--- src/rtl/frame_scheduler.sv ---
`default_nettype none
// ============================================================================
// Module      : frame_scheduler
// Description : Frame-level scheduler for the feature extractor. Counts
//               accepted audio samples and issues one frame_start per hop
//               (after a first full window), tracks feature beats leaving the
//               ping-pong buffer, marks frame / keyword-window boundaries and
//               flags frame overrun.
// Ports       : clk, rst_n (async, active-low)
//               spi_en_inf_system_sync - inference enable, low = sync clear
//               sample_valid           - one audio sample accepted
//               feat_valid             - ping-pong buffer output beat
//               frame_start            - pulse, launch front end for a frame
//               frame_done             - pulse, N_MEL-th beat of a frame seen
//               window_done            - pulse, with last frame_done of window
//               frame_idx              - index of frame being received
//               overrun                - sticky overrun / spurious-beat flag
//               busy                   - high while filling or running
// Revision    : 1.0 - initial release
// ============================================================================
module frame_scheduler #(
    parameter int WIN_LEN = 512,
    parameter int HOP_LEN = 256,
    parameter int N_MEL   = 32,
    parameter int N_FRAME = 32
) (
    input  logic                       clk,
    input  logic                       rst_n,
    input  logic                       spi_en_inf_system_sync,
    input  logic                       sample_valid,
    input  logic                       feat_valid,
    output logic                       frame_start,
    output logic                       frame_done,
    output logic                       window_done,
    output logic [$clog2(N_FRAME)-1:0] frame_idx,
    output logic                       overrun,
    output logic                       busy
);

    localparam int C_SAMP_MAX = (WIN_LEN > HOP_LEN) ? WIN_LEN : HOP_LEN;
    localparam int C_SAMP_W   = (C_SAMP_MAX > 1) ? $clog2(C_SAMP_MAX) : 1;
    localparam int C_BEAT_W   = (N_MEL > 1) ? $clog2(N_MEL) : 1;
    localparam int C_FIDX_W   = $clog2(N_FRAME);

    typedef enum logic [1:0] {
        S_IDLE = 2'd0,
        S_FILL = 2'd1,
        S_RUN  = 2'd2
    } state_t;

    state_t                state_q, state_d;
    logic [C_SAMP_W-1:0]   samp_cnt_q, samp_cnt_d;
    logic [C_BEAT_W-1:0]   beat_cnt_q, beat_cnt_d;
    logic [C_FIDX_W-1:0]   frame_idx_q, frame_idx_d;
    logic [1:0]            pend_q, pend_d;
    logic                  pad_pending_q, pad_pending_d;
    logic                  overrun_q, overrun_d;
    logic                  frame_start_q, frame_start_d;
    logic                  frame_done_q, frame_done_d;
    logic                  window_done_q, window_done_d;
    logic                  busy_q, busy_d;

    // The first launch after enable only primes the ping-pong buffer, so it
    // never produces output beats and must not be counted as outstanding.
    logic w_pad_start;
    logic w_real_start;
    assign w_pad_start  = frame_start_q &  pad_pending_q;
    assign w_real_start = frame_start_q & ~pad_pending_q;

    always_comb begin
        state_d       = state_q;
        samp_cnt_d    = samp_cnt_q;
        beat_cnt_d    = beat_cnt_q;
        frame_idx_d   = frame_idx_q;
        pend_d        = pend_q;
        pad_pending_d = pad_pending_q;
        overrun_d     = overrun_q;
        frame_start_d = 1'b0;
        frame_done_d  = 1'b0;
        window_done_d = 1'b0;

        if (!spi_en_inf_system_sync) begin
            state_d       = S_IDLE;
            samp_cnt_d    = '0;
            beat_cnt_d    = '0;
            frame_idx_d   = '0;
            pend_d        = 2'd0;
            pad_pending_d = 1'b0;
            overrun_d     = 1'b0;
        end else begin
            // Sample pacing: one window before the first launch, then hops.
            case (state_q)
                S_IDLE: begin
                    state_d    = S_FILL;
                    samp_cnt_d = '0;
                end
                S_FILL: begin
                    if (sample_valid) begin
                        if (samp_cnt_q == C_SAMP_W'(WIN_LEN - 1)) begin
                            frame_start_d = 1'b1;
                            samp_cnt_d    = '0;
                            pad_pending_d = 1'b1;
                            state_d       = S_RUN;
                        end else begin
                            samp_cnt_d = samp_cnt_q + C_SAMP_W'(1);
                        end
                    end
                end
                S_RUN: begin
                    if (sample_valid) begin
                        if (samp_cnt_q == C_SAMP_W'(HOP_LEN - 1)) begin
                            frame_start_d = 1'b1;
                            samp_cnt_d    = '0;
                        end else begin
                            samp_cnt_d = samp_cnt_q + C_SAMP_W'(1);
                        end
                    end
                end
                default: begin
                    state_d = S_IDLE;
                end
            endcase

            if (state_q != S_IDLE) begin
                if (w_pad_start) begin
                    pad_pending_d = 1'b0;
                end

                // Outstanding-frame accounting works on the visible pulses,
                // so a launch and a completion in one cycle cancel out.
                if (w_real_start && !frame_done_q) begin
                    if (pend_q != 2'd0) begin
                        overrun_d = 1'b1;
                    end
                    if (pend_q != 2'd2) begin
                        pend_d = pend_q + 2'd1;
                    end
                end else if (frame_done_q && !w_real_start) begin
                    if (pend_q != 2'd0) begin
                        pend_d = pend_q - 2'd1;
                    end
                end

                if (feat_valid) begin
                    // A beat with nothing outstanding is spurious.
                    if (pend_q == 2'd0) begin
                        overrun_d = 1'b1;
                    end
                    if (beat_cnt_q == C_BEAT_W'(N_MEL - 1)) begin
                        beat_cnt_d   = '0;
                        frame_done_d = 1'b1;
                        if (frame_idx_q == C_FIDX_W'(N_FRAME - 1)) begin
                            frame_idx_d   = '0;
                            window_done_d = 1'b1;
                        end else begin
                            frame_idx_d = frame_idx_q + C_FIDX_W'(1);
                        end
                    end else begin
                        beat_cnt_d = beat_cnt_q + C_BEAT_W'(1);
                    end
                end
            end
        end

        busy_d = (state_d != S_IDLE);
    end

    always_ff @(posedge clk or negedge rst_n) begin
        if (!rst_n) begin
            state_q       <= S_IDLE;
            samp_cnt_q    <= '0;
            beat_cnt_q    <= '0;
            frame_idx_q   <= '0;
            pend_q        <= 2'd0;
            pad_pending_q <= 1'b0;
            overrun_q     <= 1'b0;
            frame_start_q <= 1'b0;
            frame_done_q  <= 1'b0;
            window_done_q <= 1'b0;
            busy_q        <= 1'b0;
        end else begin
            state_q       <= state_d;
            samp_cnt_q    <= samp_cnt_d;
            beat_cnt_q    <= beat_cnt_d;
            frame_idx_q   <= frame_idx_d;
            pend_q        <= pend_d;
            pad_pending_q <= pad_pending_d;
            overrun_q     <= overrun_d;
            frame_start_q <= frame_start_d;
            frame_done_q  <= frame_done_d;
            window_done_q <= window_done_d;
            busy_q        <= busy_d;
        end
    end

    assign frame_start = frame_start_q;
    assign frame_done  = frame_done_q;
    assign window_done = window_done_q;
    assign frame_idx   = frame_idx_q;
    assign overrun     = overrun_q;
    assign busy        = busy_q;

endmodule
`default_nettype wire

--- config.mk ---
export PLATFORM = sky130hd
export DESIGN_NAME = frame_scheduler
export DESIGN_NICKNAME = d
export VERILOG_FILES = /design/src/rtl/frame_scheduler.sv
export SDC_FILE = /design/constraint.sdc
export NUM_CORES = 1
export LEC_CHECK = 0
export ABC_CLOCK_PERIOD_IN_PS = 1840
export BUFFER_PORTS_ARGS = -buffer_cell sky130_fd_sc_hd__buf_2
export CAP_MARGIN = 20
export CELL_PAD_IN_SITES_DETAIL_PLACEMENT = 0
export CELL_PAD_IN_SITES_GLOBAL_PLACEMENT = 2
export CORE_MARGIN = 4
export CORE_UTILIZATION = 34
export DETAILED_ROUTE_END_ITERATION = 7
export PLACE_DENSITY_LB_ADDON = 0.1
export SLEW_MARGIN = 10
export SYNTH_ARGS = -nofsm -noshare
export SYNTH_HDL_FRONTEND = slang
export SYNTH_SLANG_ARGS = --single-unit
--- constraint.sdc ---
create_clock -name clk -period 1.84 [get_ports clk]
set_input_delay 0.184 -clock clk [delete_from_list [all_inputs] [get_ports clk]]
set_output_delay 0.184 -clock clk [all_outputs]
set_load 0.05 [all_outputs]
==> out/summary.txt, run 1 <==
Compound-Gate Fraction of Synth Area: 18.31%
count leader, synth: dfrtp_1
hold_ws: 0.2330 ns
cell area after layout: 2235 sq um
met3 routed WL: 98 um
clock transition at the registers of the reported paths: 0.06 ns
Post-DP HPWL: 2664 um
global route overflow: 0
FMAX: 540.5 MHz
Critical Path AT: 2.01 ns
Routed wire per std cell: 13.71 um
syn nets: 183
Max H-tree Level: 2
YS warnings: 0
die width: 77.88 um
met1 wire length: 1851 um
Nets: 230
Post-synth top cells: dfrtp_1, ha_1, nand2_1
Root Driver: clkbuf_8
sequential fraction of design power: 48.3%
synth unique cells: 46
Worst-Margin Slew: 0.6680 ns
clk sinks: 29
DRC violations left: 0
internal power: 0.001017 W
Core Area: 4723 sq um
Tot Pwr: 0.001350 W
period utilisation layout: 100.5%
Hold Fails Final Rpt: 0
Sw Pwr: 0.0003331 W
ANT cells: 0
DP Area: 1986 sq um
Yosys reg bits: 29
VDD IR max: 0.0002307 V
clock share of power: 39.9%
Syn Inst Count: 166
initial antenna violation count: 0
Detailed Route WL: 3853 um
CTS Buffer Depth: 2
setup slack after layout: -0.009972 ns
Critical Path RT: 2.00 ns
CP Cell Sequence: ha_2 > nand3_2 > nor2_2 > and3_4 > ha_4 > nand2b_4 > a21o_4 > nor2_4 > mux2_4
post-synthesis sequential area ratio: 43.71%
Synth area leaders: dfrtp_1, ha_1, nor2b_1, o21ai_0, a21boi_0
# IOs: 15
Logic pwr share: 11.9%
mux cell area share after synthesis: 2.788%
RD Place Congestion: 0.7488
Synth top area share: 43.71%
CTS tree: built
Starting Density: 35.15%
I/O Buffers: 14
simple-gate area share of the yosys netlist: 23.66%
Final ANT Viol Nets: 0
DP Worst Slack: -0.07662 ns
max_cap viols: 0
Hold Path Class: in -> reg
status: finished, violations left
die area: 6065 sq um
worst-skew pair later-pin latency: 0.27 ns
worst-path maximum fanout: 6
share of layout cells above drive strength 1: 38.32%
main combinational cell family by area after synthesis: simple AND/OR/NAND/NOR gates
failing checks: setup timing
CTS Buf Count: 5
Layout area overhead: 34.59%
RSZ-0062 raised after global routing: yes
area leader, netlist: dfrtp_1
global-route wire length before repair: 6934 um
fin crit period: 1.850 ns
Starting DRT DRC Count: 59
Synth Area in XOR/XNOR: 0%
Crit Path Class: reg -> reg
nature of the critical path endpoint: flip-flop
Synth Area in Adders: 9.043%
Final setup viols: 1
Worst Skew: 0.006204 ns
Async S/R FF share, synth: 100.0%
Die H: 77.88 um
vias in the first global route: 1,449
drt first pass iters: 4
Pwr Density: 604.0 nW/um^2
max incr delay on CP: 0.37 ns
met2 routed WL: 1869 um
gr usage total: 14.12%
Syn Area/Cell: 10.00 sq um
Max Slew Vio Count: 0
Slew HR: 55.47%
largest net degree at the start of global routing: 30
Vias/cell: 5.004
EDFF count, synth: 0
Top Metal Used: met4
area of the mapped netlist: 1660 sq um
ys flop type: dfrtp_1
Sw Ratio: 24.68%
via count: 1,406
critical path launch point type: flip-flop
CP max-delay cell: dfrtp_1
Rows: 25
leakage: 1.040 nW
==> critical path, delay by kind of cell (launching register included) <==
family | cells | cell delay (ns)
mux | 1 | 0.26
flops | 1 | 0.37
compound gates | 1 | 0.16
simple gates | 5 | 0.61
fa+ha+maj | 2 | 0.34
==> state kept, by name, summed over array words and instances (netlist names) <==
signal and flops:
pend_q 2, overrun 1, pad_pending_q 1, frame_start 1, samp_cnt_q 9, window_done 1, beat_cnt_q 5, busy 1
state_q 2, frame_idx 5, frame_done 1
==> cell families (layout without fill, tap and decap cells) <==
| group | Yosys count | after routing |
|---|---|---|
| simple gates | 66 | 66 |
| mux | 4 | 4 |
| buf+inv | 10 | 57 |
| fa+ha+maj | 12 | 12 |
| compound gates | 45 | 46 |
| flops | 29 | 29 |
==> path summary, 6_finish.rpt <==
kind	from	endpoint	slack, ns	depth (start not counted)
setup / recovery	samp_cnt_q[1]	samp_cnt_q[0]	-0.01	9
hold / removal	sample_valid	frame_start	0.23	2
setup reg to reg	samp_cnt_q[1]	samp_cnt_q[0]	-0.01	9
hold reg to reg	frame_start	pad_pending_q	0.49	1
max in group asynchronous	rst_n	frame_idx[0]	0.90	2
min in group asynchronous	rst_n	frame_idx[3]	0.47	2
==> power groups by stage <==
stage | Sequential [W] | Clock [W] | Combinational (W)
after floorplan | 0.000676 | 0 | 0.0000679
after global placement | 0.000663 | 0 | 0.000138
after detailed placement | 0.000663 | 0 | 0.000141
after CTS | 0.000652 | 0.000557 | 0.000151
after global routing | 0.000651 | 0.000602 | 0.000178
final | 0.000651 | 0.000538 | 0.000160
==> placed cells by master, fill, tap and decap left out, types with 3 or more instances in the layout <==
cell type   n
inv_1       7
o21ai_0     4
buf_4      27
nor2b_1     9
buf_2      14
a22o_1      5
o21ai_1     4
clkbuf_8    6
a31oi_1     3
dfrtp_1    27
a21oi_1     8
nor2_1      6
ha_2        8
nand2_1    12
nand3_1     4
nand4_1     3
a21boi_1    5
a21boi_0    4
==> final cells by class <==
type / instances / area, sq um
Timing Repair Buffer: 42 / 282.8
Tap cell: 67 / 83.83
Multi-Input combinational cell: 128 / 1023
Sequential cell: 29 / 728.2
Fill cell: 450 / 2489
Inverter: 7 / 26.28
Clock buffer: 8 / 90.09
==> through the flow <==
step	cells	util (%)	setup TNS (ns)
final	281	47.31	-0.009972
after global routing	281	47.31	-0.7000
after CTS	275	45.51	-0.00006706
after detailed placement	264	42.04	-0.4644
after global placement	264	42.04	-0.1013
after floorplan	166	-	-0.04542
==> what timing repair did <==
item,in CTS,in global routing
hold buffers,1,0
resized for setup,9,16
endpoints found under the hold margin,29,0
gates cloned,1,0
setup endpoints to repair,11,18
buffers inserted,1,6
pin swaps,7,8
==> per-layer routing <==
metal	up-vias	global-route usage, %
li1	704	-
met2	16	23.20
met4	0	3.203
met5	-	0
met3	4	3.596
met1	682	18.58
Note: power is estimated with default switching activity, not from simulation.
==> run 2, diff against run 1 <==
--- a/config.mk
+++ b/config.mk
@@ -6,13 +6,13 @@
 export NUM_CORES = 1
 export LEC_CHECK = 0
 export ABC_CLOCK_PERIOD_IN_PS = 1840
-export BUFFER_PORTS_ARGS = -buffer_cell sky130_fd_sc_hd__buf_2
 export CAP_MARGIN = 20
 export CELL_PAD_IN_SITES_DETAIL_PLACEMENT = 0
 export CELL_PAD_IN_SITES_GLOBAL_PLACEMENT = 2
 export CORE_MARGIN = 4
-export CORE_UTILIZATION = 34
+export CORE_UTILIZATION = 35
 export DETAILED_ROUTE_END_ITERATION = 7
+export DONT_BUFFER_PORTS = 1
 export PLACE_DENSITY_LB_ADDON = 0.1
 export SLEW_MARGIN = 10
 export SYNTH_ARGS = -nofsm -noshare
==> run 2 against run 1 <==
  * The flow now finishes without violations
  * Sequential power up 2%
  * First-iteration DRC count grew 19%
  * Clock skew increased by 0.0011 ns
  * Die area down 2.6%
  * Fmax is 2.1% higher
  * Non-clock buffer count down 17
==> out/summary.txt, run 2 (synthesis results as in run 1) <==
Vias/cell: 5.309 (was 5.004)
clk sinks: 29 (unchanged)
Hold Fails Final Rpt: 0 (unchanged)
Critical Path AT: 1.98 ns (was 2.01 ns)
global route overflow: 0 (unchanged)
initial antenna violation count: 0 (unchanged)
clock transition at the registers of the reported paths: 0.07 ns (was 0.06 ns)
Pwr Density: 680.1 nW/um^2 (was 604.0 nW/um^2)
fillcell total: 424 (was 450)
Max H-tree Level: 2 (unchanged)
Root Driver: clkbuf_8 (unchanged)
placed cell count: 236 (was 264)
leakage: 0.9676 nW (was 1.040 nW)
period utilisation layout: 98.48% (was 100.5%)
CTS Buf Count: 5 (unchanged)
vias in the first global route: 1,357 (was 1,449)
max incr delay on CP: 0.36 ns (was 0.37 ns)
DRC violations left: 0 (unchanged)
FMAX: 551.9 MHz (was 540.5 MHz)
Rows: 24 (was 25)
Starting Density: 37.11% (was 35.15%)
Final ANT Viol Nets: 0 (unchanged)
gr usage total: 13.65% (was 14.12%)
Top reg by flops: samp_cnt_q (unchanged)
Reg2Reg Setup Slack: 0.03 ns (was -0.01 ns)
most common cell after layout, fill and taps aside: dfrtp_1
largest net degree at the start of global routing: 30 (unchanged)
I/O Buffers: 0 (was 14)
worst-skew pair later-pin latency: 0.29 ns (was 0.27 ns)
Hold Path Class: in -> reg (unchanged)
CTS Buffer Depth: 2 (unchanged)
via count: 1,322 (was 1,406)
die width: 76.88 um (was 77.88 um)
FF/Latch Area: 728.2 sq um (unchanged)
RSZ-0062 raised after global routing: yes (unchanged)
drt first pass iters: 4 (unchanged)
critical path launch point type: flip-flop (unchanged)
Core Area: 4474 sq um (was 4723 sq um)
Critical Path RT: 2.01 ns (was 2.00 ns)
Post-DP HPWL: 2542 um (was 2664 um)
max FFs per register: 9 (unchanged)
Layout area overhead: 29.62% (was 34.59%)
post-route insts no fill: 249 (was 281)
Max Slew Vio Count: 0 (unchanged)
VDD IR max: 0.0003303 V (was 0.0002307 V)
Worst Skew: 0.007336 ns (was 0.006204 ns)
CTS tree: built (unchanged)
hold_ws: 0.01232 ns (was 0.2330 ns)
Starting DRT DRC Count: 70 (was 59)
share of layout cells above drive strength 1: 31.47% (was 38.32%)
Routed wire per std cell: 14.85 um (was 13.71 um)
# IOs: 15 (unchanged)
Die H: 76.88 um (was 77.88 um)
worst-path maximum fanout: 6 (unchanged)
RD Place Congestion: 0.7345 (was 0.7488)
max_cap viols: 0 (unchanged)
Worst-Margin Slew: 0.4686 ns (was 0.6680 ns)
Nets: 213 (was 230)
Slew HR: 68.76% (was 55.47%)
global-route wire length before repair: 6430 um (was 6934 um)
post-layout util: 48.10% (was 47.31%)
Crit Path Class: reg -> reg (unchanged)
area taken by multi-input logic gates: 1015 sq um (was 1023 sq um)
Detailed Route WL: 3697 um (was 3853 um)
CP Cell Sequence: ha_2 > nand3_2 > nor2_2 > and3_4 > ha_4 > nand2b_4 > a21o_4 > nor2_4 > mux2_2 (was ha_2 > nand3_2 > nor2_2 > and3_4 > ha_4 > nand2b_4 > a21o_4 > nor2_4 > mux2_4)
status: completed (was finished, violations left)
Final setup viols: 0 (was 1)
CP max-delay cell: dfrtp_1 (unchanged)
commonest cells after routing, fill and taps aside: dfrtp_1, buf_4, nand2_1 (was dfrtp_1, buf_4, buf_2)
fin crit period: 1.812 ns (was 1.850 ns)
ANT cells: 0 (unchanged)
die area: 5910 sq um (was 6065 sq um)
nature of the critical path endpoint: flip-flop (unchanged)
Setup Total Neg Slack: 0 ns (was -0.009972 ns)
-- run 2: cell types whose count changed in the layout (fill, tap and decap cells not counted), moves of 3 or more --
cell     previous run  this run
buf_2              14         0
ha_2                8         5
o21ai_0             4         7
buf_4              27        23
-- run 2: power breakdown --
| group | internal (W) | total, W | switching [W] |
|---|---|---|---|
| clock network | 0.000405 | 0.000679 | 0.000274 |
| logic | 0.0000519 | 0.000121 | 0.0000696 |
| registers | 0.000645 | 0.000663 | 0.0000182 |
-- run 2: metal layers --
metal	wire length, um	GRT usage [%]	part of all wire, %
met5	0	0	0
met2	1791	22.39	48
met4	69	5.978	1.9
met1	1730	16.63	47
met3	105	3.864	2.8
-- run 2: what timing repair did --
item | in CTS | in global routing
setup endpoints to repair | 10 | 14
hold buffers | 2 | 0
pin swaps | 3 | 12
hold endpoints to repair | 29 | 0
resized for setup | 8 | 9
buffers inserted | 0 | 2
gates cloned | 1 | 0
-- run 2: critical path: cells and delay by family (launching register included) --
| kind | cells | cell delay [ns] |
|---|---|---|
| AND/OR/NAND/NOR | 5 | 0.60 |
| flip-flops | 1 | 0.36 |
| adder cells (fa/ha/maj) | 2 | 0.33 |
| multiplexers | 1 | 0.25 |
| AO/OA/AOI/OAI | 1 | 0.15 |
-- run 2: cell type report --
type | instances | share of cell area [%]
Clock inverter | 3 | 2.151
Multi-Input combinational cell | 128 | 47.15
Inverter | 7 | 1.221
Clock buffer | 5 | 3.198
Tap cell | 52 | 3.023
Sequential cell | 29 | 33.84
Timing Repair Buffer | 25 | 9.419
-- run 2: final timing paths --
check                                       start       endpoint  cells after the start
min in group asynchronous                   rst_n   frame_idx[2]                      2
max in group asynchronous                   rst_n   frame_idx[1]                      2
setup reg to reg                    samp_cnt_q[1]  samp_cnt_q[0]                      9
setup / recovery                    samp_cnt_q[1]  samp_cnt_q[0]                      9
hold reg to reg                     pad_pending_q  pad_pending_q                      1
hold / removal             spi_en_inf_system_sync      pend_q[0]                      1
-- run 2: stage by stage --
step	total power, W	cell area, sq um	setup slack (ns)
final	0.001464	2152	0.02799
after global routing	0.001533	2152	-0.07303
after CTS	0.001485	2100	0.001861
after detailed placement	0.0007692	1904	-0.04046
after global placement	0.0007663	1904	-0.02708
after floorplan	0.0007435	1697	-0.01214
